--- config.mk ---
export PLATFORM = sky130hd
export DESIGN_NAME = wb_rr_arbiter
export DESIGN_NICKNAME = d
export VERILOG_FILES = /design/src/rtl/wb_pkg.sv /design/src/rtl/rr_select.sv /design/src/rtl/wb_rr_arbiter.sv
export SDC_FILE = /design/constraint.sdc
export NUM_CORES = 1
export LEC_CHECK = 0
export CAP_MARGIN = 10
export CELL_PAD_IN_SITES_DETAIL_PLACEMENT = 0
export CELL_PAD_IN_SITES_GLOBAL_PLACEMENT = 1
export CORE_ASPECT_RATIO = 0.6
export CORE_MARGIN = 5
export CORE_UTILIZATION = 14
export CTS_CLUSTER_DIAMETER = 50
export DETAILED_ROUTE_END_ITERATION = 10
export GPL_TIMING_DRIVEN = 0
export PLACE_DENSITY = 0.86
export SLEW_MARGIN = 20
export SYNTH_ARGS = -nofsm -noshare
export SYNTH_HDL_FRONTEND = slang
export SYNTH_SLANG_ARGS = --single-unit
export TNS_END_PERCENT = 100
--- constraint.sdc ---
create_clock -name sys_clk -period 2.6 [get_ports sys_clk]
set_input_delay 0.52 -clock sys_clk [delete_from_list [all_inputs] [get_ports sys_clk]]
set_output_delay 0.52 -clock sys_clk [all_outputs]
set_load 0.005 [all_outputs]
--- src/rtl/wb_pkg.sv ---
// Shared Wishbone interconnect definitions: arbiter state encoding and bus-width helpers.
// Pure declarations; no logic, no latency, no flow control.
package wb_pkg;

    localparam logic ARB_IDLE = 1'b0;
    localparam logic ARB_BUSY = 1'b1;

    typedef enum logic {
        ST_IDLE = ARB_IDLE,
        ST_BUSY = ARB_BUSY
    } arb_state_e;

    function automatic int WB_SEL_WIDTH(input int data_width);
        return data_width / 8;
    endfunction

    // Index width for an N-entry select; a single entry still needs one bit.
    function automatic int idx_width(input int n);
        return (n > 1) ? $clog2(n) : 1;
    endfunction

endpackage

--- src/rtl/rr_select.sv ---
// Round-robin pick: first set request scanning from ptr_i upwards, wrapping.
// Purely combinational, zero latency; vld_o low when nothing requests.
module rr_select
    import wb_pkg::*;
#(
    parameter  int N  = 2,
    localparam int IW = idx_width(N)
) (
    input  logic [N-1:0]  req_i,
    input  logic [IW-1:0] ptr_i,
    output logic [IW-1:0] idx_o,
    output logic          vld_o
);

    localparam logic [IW:0] N_L = (IW+1)'(N);

    logic [2*N-1:0] dbl;
    logic [N-1:0]   rot;
    logic [IW-1:0]  pos;
    logic [IW:0]    sum;

    // Rotating the doubled vector puts ptr_i at bit 0, so the lowest set bit wins.
    always_comb begin
        dbl   = {req_i, req_i};
        rot   = N'(dbl >> ptr_i);
        vld_o = |rot;
        pos   = '0;
        for (int k = N-1; k >= 0; k--) begin
            if (rot[k]) begin
                pos = IW'(k);
            end
        end
        sum   = {1'b0, ptr_i} + {1'b0, pos};
        idx_o = (sum >= N_L) ? IW'(sum - N_L) : sum[IW-1:0];
    end

endmodule

--- src/rtl/wb_rr_arbiter.sv ---
// Round-robin share of one Wishbone slave among MASTER_COUNT masters; grant held while owner cyc is high.
// One-cycle arbitration and handover; forward/return paths combinational from the registered owner.
module wb_rr_arbiter
    import wb_pkg::*;
#(
    parameter  int DATA_WIDTH   = 32,
    parameter  int ADDR_WIDTH   = 32,
    parameter  int TAG_WIDTH    = 4,
    parameter  int MASTER_COUNT = 2,
    parameter  int TIMEOUT      = 255,
    localparam int SEL_WIDTH    = WB_SEL_WIDTH(DATA_WIDTH),
    localparam int IW           = idx_width(MASTER_COUNT)
) (
    input  logic                               sys_clk,
    input  logic                               sys_rst_n,
    input  logic [MASTER_COUNT-1:0]            master_cyc,
    input  logic [MASTER_COUNT-1:0]            master_stb,
    input  logic [MASTER_COUNT-1:0]            master_we,
    input  logic [MASTER_COUNT*TAG_WIDTH-1:0]  master_tag,
    input  logic [MASTER_COUNT*SEL_WIDTH-1:0]  master_sel,
    input  logic [MASTER_COUNT*ADDR_WIDTH-1:0] master_adr,
    input  logic [MASTER_COUNT*DATA_WIDTH-1:0] master_mosi,
    output logic [MASTER_COUNT*DATA_WIDTH-1:0] master_miso,
    output logic [MASTER_COUNT-1:0]            master_ack,
    output logic [MASTER_COUNT-1:0]            master_err,
    output logic                               slave_cyc,
    output logic                               slave_stb,
    output logic                               slave_we,
    output logic [TAG_WIDTH-1:0]               slave_tag,
    output logic [SEL_WIDTH-1:0]               slave_sel,
    output logic [ADDR_WIDTH-1:0]              slave_adr,
    output logic [DATA_WIDTH-1:0]              slave_mosi,
    input  logic [DATA_WIDTH-1:0]              slave_miso,
    input  logic                               slave_ack,
    input  logic                               slave_err,
    output logic [MASTER_COUNT-1:0]            grant
);

    arb_state_e              state_q;
    logic [IW-1:0]           g_q, p_q, g_inc, sel_ptr, sel_idx;
    logic                    sel_vld, busy, own_cyc, own_stb, to_err;
    logic [MASTER_COUNT-1:0] g_oh;

    assign busy    = (state_q == ST_BUSY);
    assign g_inc   = (g_q == IW'(MASTER_COUNT-1)) ? '0 : g_q + IW'(1);
    assign g_oh    = MASTER_COUNT'(1) << g_q;
    // While busy the only scan that matters is the handover one, starting after the owner.
    assign sel_ptr = busy ? g_inc : p_q;

    rr_select #(.N(MASTER_COUNT)) u_rr_select (
        .req_i (master_cyc),
        .ptr_i (sel_ptr),
        .idx_o (sel_idx),
        .vld_o (sel_vld)
    );

    always_ff @(posedge sys_clk or negedge sys_rst_n) begin
        if (!sys_rst_n) begin
            state_q <= ST_IDLE;
            g_q     <= '0;
            p_q     <= '0;
        end else if (!busy) begin
            if (sel_vld) begin
                g_q     <= sel_idx;
                state_q <= ST_BUSY;
            end
        end else if (!own_cyc) begin
            p_q <= g_inc;
            if (sel_vld) begin
                g_q <= sel_idx;
            end else begin
                state_q <= ST_IDLE;
            end
        end
    end

    always_comb begin
        own_cyc    = master_cyc[0];
        own_stb    = master_stb[0];
        slave_we   = master_we[0];
        slave_tag  = master_tag[TAG_WIDTH-1:0];
        slave_sel  = master_sel[SEL_WIDTH-1:0];
        slave_adr  = master_adr[ADDR_WIDTH-1:0];
        slave_mosi = master_mosi[DATA_WIDTH-1:0];
        for (int i = 1; i < MASTER_COUNT; i++) begin
            if (g_q == IW'(i)) begin
                own_cyc    = master_cyc[i];
                own_stb    = master_stb[i];
                slave_we   = master_we[i];
                slave_tag  = master_tag[i*TAG_WIDTH +: TAG_WIDTH];
                slave_sel  = master_sel[i*SEL_WIDTH +: SEL_WIDTH];
                slave_adr  = master_adr[i*ADDR_WIDTH +: ADDR_WIDTH];
                slave_mosi = master_mosi[i*DATA_WIDTH +: DATA_WIDTH];
            end
        end
    end

    assign slave_cyc   = busy & own_cyc;
    assign slave_stb   = slave_cyc & own_stb;
    assign grant       = busy ? g_oh : '0;
    assign master_ack  = busy ? (g_oh & {MASTER_COUNT{slave_ack}}) : '0;
    assign master_err  = busy ? (g_oh & {MASTER_COUNT{slave_err | to_err}}) : '0;
    assign master_miso = {MASTER_COUNT{slave_miso}};

    generate
        if (TIMEOUT > 0) begin : g_wd
            localparam int            CW      = $clog2(TIMEOUT + 1);
            localparam logic [CW-1:0] TO_LAST = CW'(TIMEOUT - 1);
            logic [CW-1:0] cnt_q;
            logic          to_err_q;

            // The error pulse itself counts as a termination, so the next window restarts after it.
            always_ff @(posedge sys_clk or negedge sys_rst_n) begin
                if (!sys_rst_n) begin
                    cnt_q    <= '0;
                    to_err_q <= 1'b0;
                end else if (!slave_stb || slave_ack || slave_err || to_err_q) begin
                    cnt_q    <= '0;
                    to_err_q <= 1'b0;
                end else if (cnt_q == TO_LAST) begin
                    cnt_q    <= '0;
                    to_err_q <= 1'b1;
                end else begin
                    cnt_q    <= cnt_q + CW'(1);
                    to_err_q <= 1'b0;
                end
            end
            assign to_err = to_err_q;
        end else begin : g_no_wd
            assign to_err = 1'b0;
        end
    endgenerate

endmodule
Word level (Yosys, flattened, before mapping)

Cells that the tools add are included.

Eq/ne operators: 2
Bitwise gates (word level): 6
Add/subtract/negate cells: 4
Magnitude comparators: 1
Shift operators: 2
Multiplexer cells: 25
Reduce and logical (&&, ||, !) cells: 6

Operators with widths:

| cell                                                      | count |
|---|---|
| 2-to-1 mux 32 bit                                         | 2 |
| 2-to-1 mux 1 bit                                          | 16 |
| 2-to-1 mux 8 bit                                          | 2 |
| adder 8 x 1 -> 8 bit (second input constant)              | 1 |
| == test 8 bit (second input constant)                     | 1 |
| 2-to-1 mux 4 bit                                          | 2 |
| 2-to-1 mux 2 bit                                          | 3 |
| AND 2 bit                                                 | 2 |
| >> shifter 4 x 1 -> 2 bit                                 | 1 |
| logical OR 1 bit                                          | 3 |
| adder 1 x 1 -> 2 bit                                      | 1 |
| AND 1 bit                                                 | 2 |
| greater-or-equal comparator 2 bit (second input constant) | 1 |
| inequality test 2 bit (second input constant)             | 1 |
| AND reduction 2 bit                                       | 1 |
| OR reduction 2 bit                                        | 1 |
| left shift 1 x 1 -> 2 bit (first input constant)          | 1 |
| adder 1 bit (second input constant)                       | 1 |
| logical NOT 1 bit                                         | 1 |
| inverter 1 bit                                            | 1 |
| OR 1 bit                                                  | 1 |
| subtractor 1 bit (second input constant)                  | 1 |

Input port bits: 186
Bits in registers: 12
Word-level logic and storage cells: 51
Output and inout bits: 145

Logic depth before layout (Yosys ltp)

Word-level depth: 12
Mapped depth: 5
Depth with buffers taken out: 5

Cells and area by module

Synthesis repeated with hierarchy kept, for this count alone.

Cells, all modules: 217
Area total of the unflattened synthesis: 2028.2 um^2

Modules (own cells, without submodules):

| module        | sequential area each (um^2) | instances | cells each | area an instance (um^2) |
|---|---|---|---|---|
| wb_rr_arbiter | 300.3                       | 1         | 213        | 2009.4 |
| rr_select     | 0.0                         | 1         | 4          | 18.8 |

Worst setup path after synthesis

Ideal clock, no wire load.

Kind: register -> output
Start point: register g_q
End point: output port slave_adr[0]
Data arrival time: 1.176 ns
Buffers on the path: 2
Required time: 2.080 ns
Setup slack: 0.904 ns
Cell stages (with the launch flop): 4
Cells stage by stage: dfrtp_1 > buf_2 > clkbuf_1 > mux2_2

Word-level cells in the longest chain between the ends: 1

Ends and longest elaborated chain:

| what                   | RTL line            | source |
|---|---|---|
| start, declared        | wb_rr_arbiter.sv:40 | `logic [IW-1:0] g_q, p_q, g_inc, sel_ptr, sel_idx;` |
| start signal, assigned | wb_rr_arbiter.sv:64 | `g_q <= sel_idx;` |
| start signal, assigned | wb_rr_arbiter.sv:70 | `g_q <= sel_idx;` |
| 2-to-1 mux 32 bit      | wb_rr_arbiter.sv:86 | `if (g_q == IW'(i)) begin` |
| end, declared          | wb_rr_arbiter.sv:31 | `output logic [ADDR_WIDTH-1:0] slave_adr,` |

No other way between the ends.

Worst setup path after layout

Start point: register g_q
End point: output port slave_adr[11]

Same word-level chain as after synthesis.

==> impl_metrics.py <==
metrics = {
    "run_status": {
        "status": "completed",
    },
    "critical_path": {
        "crit_path_start": "g_q",
        "r2r_slack_ps": 990,
        "cp_cell_sequence": "buf_2 > buf_2 > mux2_2 > clkdlybuf4s50_1",
        "start_kind": "register",
        "r2r_end": "g_wd.cnt_q[4]",
        "r2r-start": "g_wd.cnt_q[0]",
        "reg2regPathDepth": 5,
        "worst-path-buf-inv": 3,
        "crit_top_cell": "buf_2",
        "slowest_stage": "clkdlybuf4s50_1",
        "cp_top_family": "buffers and inverters",
        "worstPathArrival_ps": 1950,
        "crit_path_max_incr_delay_ps": 490,
        "crit_required_ps": 2080,
        "worst-setup-path-type": "register to primary output",
        "worst_setup_path_end_kind": "primary output",
        "endpoint": "slave_adr[11]",
        "path_max_fanout": 10,
        "cp.depth": 4,
    },
    "floorplanning": {
        "die_h_um": 103,
        "core-area_mm2": 0.0143,
        "die-area_mm2": 0.0171,
        "row_count": 34,
        "die_x_um": 165,
        "initial_utilization_pct": 14.1,
        "pin_count": 331,
    },
    "clock_tree": {
        "cts_hold_buf": 0,
        "tritoncts": "done",
        "clkSlewWorstSetupHoldPaths_ps": 40,
        "clk_latency_ps": 240,
        "htreeDepth": 1,
        "cts-root-buf": "clkbuf_16",
        "cts_buffers": 3,
        "numClockSinks": 12,
        "clockBufferDepth": 2,
        "post_cts_buffers": 0,
    },
    "yosys": {
        "yosys_warnings": 0,
        "synthDistinctLibCells": 32,
        "synth_area_leaders": "mux2_2, buf_4, dfrtp_1",
        "synthCells": 213,
        "synthTopCellsByCount": "mux2_2, buf_4, dfrtp_1, a21oi_1, nor3_2",
        "syn-num-nets": 401,
        "async_reset_ff_share_pct": 100,
        "synth_seq_cells": 12,
        "post-synth-top-count-cell": "mux2_2",
        "ys_seq_area_share_pct": 14.8,
        "syn-cell-area_mm2": 0.00203,
        "yosys.area.top_type_share_pct": 40.6,
        "syn_area_per_cell_um2": 9.51,
        "synth-edff-count": 0,
        "yosysTopAreaCell": "mux2_2",
        "synthFlopType": "dfrtp_1",
    },
    "job": {
        "cap_violations": 0,
    },
    "placed_design": {
        "gp_congestion": 0.772,
        "place_ws_ps": 157,
        "dpl.hpwl_um": 10600,
        "port_buffers": 298,
    },
    "pwr": {
        "internal_power_mw": 1.18,
        "p_per_area_mw_per_mm2": 293,
        "swShare_pct": 24.9,
        "p_leak_nw": 2.11,
        "power.switching_mw": 0.389,
        "combPwrFrac_pct": 67.1,
        "pwr-share-seq_pct": 12.8,
        "p_clk_share_pct": 20.1,
        "max-vdd-ir-drop_mv": 0.164,
    },
    "final_layout": {
        "drive_above_1_share_pct": 31.7,
        "diodes": 0,
        "areaGrowthSynthToFinish_pct": 164,
        "fin_nets": 704,
    },
    "global_routing": {
        "grt_pass1_vias": 2771,
        "grt_max_degree": 13,
        "grt_usage_pct": 11.5,
        "grt_pass1_wl_um": 15400,
        "grt.overflow.total": 0,
        "antenna_found_initial": 0,
    },
    "sta": {
        "setup_viol": 0,
        "tightest_slew_ps": 624,
        "relSlewSlack_pct": 58.2,
        "setup_slack_ps": 126,
        "period_needed_ps": 2470,
        "fmax_ghz": 0.404,
        "setup-tns-final_ps": 0,
        "rsz0062_at_grt": "no",
        "finalHoldViolCount": 0,
        "clock_skew_ps": 1.78,
        "timing.final.crit_share_pct": 95.2,
        "drv_slew": 0,
    },
    "routing": {
        "drt_iter0_drc": 42,
        "postRouteAntennaNets": 0,
        "wl_um": 11800,
        "drc_errors": 0,
        "wl_per_cell_um": 16.5,
        "vias": 2637,
        "drt_first_pass_iters": 4,
        "via_per_inst": 3.70,
    },
    "hold_path": {
        "hold_path_class": "register to register",
    },
}
## timing repair
action,CTS,global route
endpoints found under the hold margin,0,0
setup endpoints to repair,36,0
resized for setup,4,0
## metal layers
metal	up-vias	global-route usage, %	wire length (um)
met2	111	22.4	6580
met4	0	2.85	146
met5	-	0	0
li1	1289	-	-
met3	9	2.14	812
met1	1228	13.1	4230
## cell families (layout without fill, tap and decap cells)
family | count (synthesis) | after routing | share of synthesized area [%]
buf+inv | 78 | 380 | 27.0
mux | 74 | 74 | 41.1
simple gates | 29 | 29 | 10.1
compound gates | 15 | 15 | 4.51
flops | 12 | 12 | 14.8
xor+xnor | 3 | 3 | 1.30
fa+ha+maj | 2 | 2 | 1.24
## power by group through the flow
| stage | Combinational [mW] | Clock, mW | Sequential [mW] |
|---|---|---|---|
| final | 1.05 | 0.315 | 0.200 |
| after global routing | 1.11 | 0.327 | 0.201 |
| after CTS | 1.07 | 0.318 | 0.200 |
| after detailed placement | 1.06 | 0 | 0.202 |
| after global placement | 1.05 | 0 | 0.202 |
| after floorplan | 0.358 | 0 | 0.201 |
## worst reg2reg max path, cell delays in order (launching register included)
cell,delay (ps)
dfrtp_1,440
inv_1,90
ha_1,210
nand3_1,130
nor2_1,500
nor3_2,100
## final cells by class
class	count	area, um^2
timing repair buffer	298	2980
sequential	12	300
clock buffer	4	88.8
tap	198	248
fill	1439	8990
multi-input combinational	123	1180
buffer	74	537
inverter	4	15.0
## metrics by stage
step | cells | area [um^2] | hold slack [ps] | total power, mW | utilization (%)
floorplan | 213 | 2030 | 224 | 0.559 | -
global placement | 709 | 5260 | 517 | 1.25 | 36.7
detailed placement | 709 | 5260 | 538 | 1.26 | 36.7
CTS | 713 | 5350 | 556 | 1.59 | 37.3
global route | 713 | 5350 | 594 | 1.64 | 37.3
finish | 713 | 5350 | 558 | 1.57 | 37.3
## placed cells by master (no fill, tap or decap), types with 2 or more instances in the layout
master	n
clkdlybuf4s50_1	298
mux2_2	73
buf_4	64
dfrtp_1	12
buf_2	8
a21oi_1	7
nor3_2	6
o21ai_0	5
inv_1	4
nor2_1	4
nand3_1	4
nand2_1	3
clkbuf_16	3
nand4_1	2
xor2_1	2
ha_1	2
## registers in the layout, indices dropped and copies added (netlist names)
signal         count
busy               1
g_q                1
g_wd.cnt_q         8
g_wd.to_err_q      1
p_q                1
## how the worst min path moves through the flow
stage,startpoint,to,slack (ps),depth (start not counted)
after floorplan,sys_rst_n,busy,220,0
after global placement,p_q,p_q,520,2
after detailed placement,p_q,p_q,540,2
after CTS,g_wd.cnt_q[0],g_wd.cnt_q[0],560,1
after global routing,g_wd.cnt_q[0],g_wd.cnt_q[0],590,1
final,g_wd.cnt_q[0],g_wd.cnt_q[0],560,1
No activity file was read; power rests on OpenSTA's default activity.
==> RTL change 1: new RTL, same flow settings <==
Reset style: synchronous (`sys_rst_n`), changed in 2 clocked blocks.
--- a/src/rtl/wb_rr_arbiter.sv
+++ b/src/rtl/wb_rr_arbiter.sv
@@ -55,5 +55,5 @@
     );
 
-    always_ff @(posedge sys_clk or negedge sys_rst_n) begin
+    always_ff @(posedge sys_clk) begin
         if (!sys_rst_n) begin
             state_q <= ST_IDLE;
@@ -111,5 +111,5 @@
 
             // The error pulse itself counts as a termination, so the next window restarts after it.
-            always_ff @(posedge sys_clk or negedge sys_rst_n) begin
+            always_ff @(posedge sys_clk) begin
                 if (!sys_rst_n) begin
                     cnt_q    <= '0;
Function: differs if sys_rst_n is asserted again (counterexample within 4 cycles, from zero or initial values and one cycle with sys_rst_n low); with sys_rst_n held inactive, the same outputs for 10 cycles.
==> RTL change 1 against the unedited design <==
- sequential cell count is the same
- worst setup slack lost 0.062 ns
- sequential share of layout area shrank 1.1 points
- area after synthesis shrank 2.4%
- clock skew is essentially flat
- non-clock buffer count is the same
- wire length grew 2.3%
- power shrank 16%
- critical path depth grew 1
- final area shrank 0.98%
- critical path type is now in2out
==> RTL change 1: results (changes against the unedited design) <==
stage	metric	value	unit	change
min_path	Hold Crit Depth	2		was 1
global_routing	first-pass GRT wire length	16300	um	was 15400 um
routing	metal3 WL	904	um	was 812 um
routing	M1 WL	4790	um	was 4230 um
logic_synthesis	post-synthesis mux area share	42.1	%	was 41.1%
routing	met2 wire len	6260	um	was 6580 um
finish	layout cell share with drive strength beyond 1	30.3	%	was 31.7%
routing	WL per Instance	16.9	um	was 16.5 um
logic_synthesis	Compound-Gate Fraction of Synth Area	6.71	%	was 4.51%
logic_synthesis	Synth Area in XOR/XNOR	1.33	%	was 1.30%
min_path	Hold Startpoint	p_q$_SDFFE_PN0P_		was g_wd.cnt_q[0]$_DFF_PN0_
timing	relative slew slack	70.1	%	was 58.2%
critical_path	Slowest Stage Delay on Critical Path	0.58	ns	was 0.49 ns
logic_synthesis	Synth area leaders	mux2_2 42%, buf_4 24%, dfxtp_1 12%, buf_2 2.0%, nor2_1 1.3%		was mux2_2 41%, buf_4 24%, dfrtp_1 15%, nor3_2 3.0%, a21oi_1 1.7%
logic_synthesis	commonest cells in the netlist	73 x mux2_2, 64 x buf_4, 12 x dfxtp_1, 8 x buf_2, 7 x nor2_1		was 73 x mux2_2, 64 x buf_4, 12 x dfrtp_1, 7 x a21oi_1, 6 x nor3_2
global_routing	M1 GR Usage	14.9	%	was 13.1%
place	GP Congestion	0.718		was 0.772
critical_path	CP arrival	2.02	ns	was 1.95 ns
routing	initial DRC count	81		was 42
status	run status	finished, final reports clean		unchanged
logic_synthesis	Synth Area in Adders	1.27	%	was 1.24%
logic_synthesis	Synth Instances	216		was 213
critical_path	CP max FO	6		was 10
logic_synthesis	Yosys cell types	34		was 32
logic_synthesis	Async SR Flop Fraction	0	%	was 100%
global_routing	vias in the first global route	2880		was 2771
logic_synthesis	Top FF cell, synth	dfxtp_1		was dfrtp_1
global_routing	met3 Use GR	2.62	%	was 2.14%
==> RTL change 1: cell count changes after synthesis, sizes merged, moves of 2 or more <==
cell    delta
nor3       -2
a21boi     +3
nor4       +2
and4       +2
o21bai     +2
nor2       +3
dfxtp     +12
dfrtp     -12
a21oi      -4
o21ai      -2
o21a       +2
==> RTL change 1: how the worst max path moves through the flow <==
| stage | slack [ns] | endpoint |
|---|---|---|
| 4_1_cts | 0.007 | slave_sel[1] |
| 5_1_grt | 0.008 | slave_adr[18] |
| 3_5_place_dp | -0.06 | slave_stb |
| 6_report | 0.06 | slave_stb |
| 3_3_place_gp | -0.03 | slave_stb |
| 2_1_floorplan | 0.97 | slave_sel[0] |
==> RTL change 1: layout make-up <==
cell class	instances	share of cell area, %
repair buffers	299	56.5
multi-input cells	127	22.8
plain buffers	73	9.92
flip-flops and latches	12	4.53
well taps	192	4.53
clock buffers	3	1.42
inverters	4	0.283
==> RTL change 2: new RTL, same flow settings <==
Without the edit above. Set the parameter `TAG_WIDTH` to 6 (it was 4).
--- a/src/rtl/wb_rr_arbiter.sv
+++ b/src/rtl/wb_rr_arbiter.sv
@@ -6,5 +6,5 @@
     parameter  int DATA_WIDTH   = 32,
     parameter  int ADDR_WIDTH   = 32,
-    parameter  int TAG_WIDTH    = 4,
+    parameter  int TAG_WIDTH    = 6,
     parameter  int MASTER_COUNT = 2,
     parameter  int TIMEOUT      = 255,
Ports: changed (resized master_tag and slave_tag); port bits go from 331 to 337. The function was not compared with the original's and may differ.
==> RTL change 2 against the unedited design <==
- area after synthesis increased by 0.31%
- power increased by 2.5%
- wire length up 11%
- sequential cell count did not move
- first-iteration DRC count up 48%
- final area increased by 1.5%
- cell count up 1.1%
- sequential share of layout area is 0.080 points lower
- largest power group unchanged
- clock skew about the same
- register-to-register slack improved by 0.05 ns
- combinational power is 4% higher
- worst setup slack lost 0.059 ns
- global-route usage increased by 1.5 points
==> RTL change 2: results (changes against the unedited design) <==
stage	metric	value	unit	change
status	run status	finished, final reports clean		unchanged
finish	Nets	716		was 704
routing	WL per Instance	18.1	um	was 16.5 um
place	pre-CTS setup slack	0.0341	ns	was 0.157 ns
critical_path	Reg2Reg Setup Slack	1.04	ns	was 0.99 ns
logic_synthesis	Yosys cell types	31		was 32
logic_synthesis	area share of the largest cell type after synthesis	41.6	%	was 40.6%
routing	initial DRC count	62		was 42
place	DPL Wire Length	11900	um	was 10600 um
routing	via count	2717		was 2637
critical_path	Critical Path Sink	slave_adr[3]		was slave_adr[11]
logic_synthesis	sequential element share of the synthesized area	14.8	%	about the same
global_routing	first-pass GRT wire length	16800	um	was 15400 um
critical_path	CP arrival	2.01	ns	was 1.95 ns
finish	final-layout fill cell count	1398		was 1439
global_routing	GRT Overall Usage	13.0	%	was 11.5%
power_and_ir_drop	VDD IR max	0.185	mV	was 0.164 mV
critical_path	worst r2r dst	g_wd.cnt_q[0]$_DFF_PN0_		was g_wd.cnt_q[4]$_DFF_PN0_
logic_synthesis	Synth Area in Adders	1.23	%	was 1.24%
logic_synthesis	commonest cells in the netlist	75 x mux2_2, 64 x buf_4, 12 x dfrtp_1, 8 x buf_2, 7 x a21oi_1		was 73 x mux2_2, 64 x buf_4, 12 x dfrtp_1, 7 x a21oi_1, 6 x nor3_2
timing	actual slew at the worst max-slew pin	0.580	ns	was 0.624 ns
timing	minimum clock period	2.53	ns	was 2.47 ns
logic_synthesis	Synth Net Count	407		was 401
place	port bufs	304		was 298
place	GP Congestion	0.740		was 0.772
RTL change 2: cell types whose count changed after synthesis:
cell,before,now
nor3_1,1,2
buf_2,5,8
mux2_2,73,75
nand4b_4,1,0
nor3_2,6,5
nand4b_1,0,1
buf_1,3,0
RTL change 2: how the worst min path moves through the flow:
stage	start	cells past startpoint	end
6_report	g_wd.cnt_q[0]$_DFF_PN0_	1	g_wd.cnt_q[0]$_DFF_PN0_
5_1_grt	p_q$_DFFE_PN0P_	2	p_q$_DFFE_PN0P_
4_1_cts	p_q$_DFFE_PN0P_	2	p_q$_DFFE_PN0P_
3_5_place_dp	g_wd.cnt_q[0]$_DFF_PN0_	1	g_wd.cnt_q[0]$_DFF_PN0_
3_3_place_gp	p_q$_DFFE_PN0P_	2	p_q$_DFFE_PN0P_
2_1_floorplan	sys_rst_n	0	busy$_DFF_PN0_
RTL change 2: cell type report:
cell class,count,share of cell area (%)
Sequential cell,12,5.53
Timing Repair Buffer,304,56.1
Buffer,74,10.2
Inverter,4,0.277
Tap cell,198,4.56
Multi-Input combinational cell,125,21.8
Clock buffer,4,1.64
RTL change 2: where the power goes:
part	internal [mW]	leakage (nW)	switching, mW
clock	0.232	0.0442	0.0832
sequential	0.194	0.159	0.00683
combinational	0.770	1.93	0.319
total	1.20	2.13	0.409
RTL change 2: metrics by stage:
| stage | area (um2) | hold WS [ns] | utilization (%) | instances | setup TNS [ns] |
|---|---|---|---|---|---|
| after floorplan | 2030 | 0.224 | - | 215 | 0 |
| after global placement | 5320 | 0.515 | 37.1 | 717 | 0 |
| after detailed placement | 5320 | 0.533 | 37.1 | 717 | 0 |
| after CTS | 5420 | 0.546 | 37.8 | 721 | 0 |
| after global routing | 5430 | 0.588 | 37.9 | 721 | -0.000291 |
| final | 5430 | 0.553 | 37.9 | 721 | 0 |
RTL change 2: per-layer routing:
layer | part of all wire (%) | vias to the layer above | GRT usage, % | routed length (um)
li1 | - | 1307 | - | -
met1 | 36 | 1270 | 15.1 | 4660
met2 | 56 | 120 | 24.7 | 7250
met3 | 5.6 | 20 | 1.82 | 726
met4 | 3.1 | 0 | 4.69 | 404
met5 | 0 | - | 0 | 0
RTL change 2: critical path, cell delays in order, from the launching register on:
cell,delay [ns]
dfrtp_1,0.37
clkbuf_2,0.27
buf_2,0.29
mux2_2,0.37
clkdlybuf4s50_1,0.47
RTL change 2: cell families after synthesis:
| kind of cell | after synthesis |
|---|---|
| buf+inv | 78 |
| mux | 76 |
| simple gates | 29 |
| compound gates | 15 |
| flops | 12 |
| xor+xnor | 3 |
| fa+ha+maj | 2 |
RTL change 2: what timing repair did:
action,4_1_cts,5_1_grt
gates resized for setup,3,4
endpoints found under the setup margin,77,11
gates cloned,0,0
hold buffers,0,0
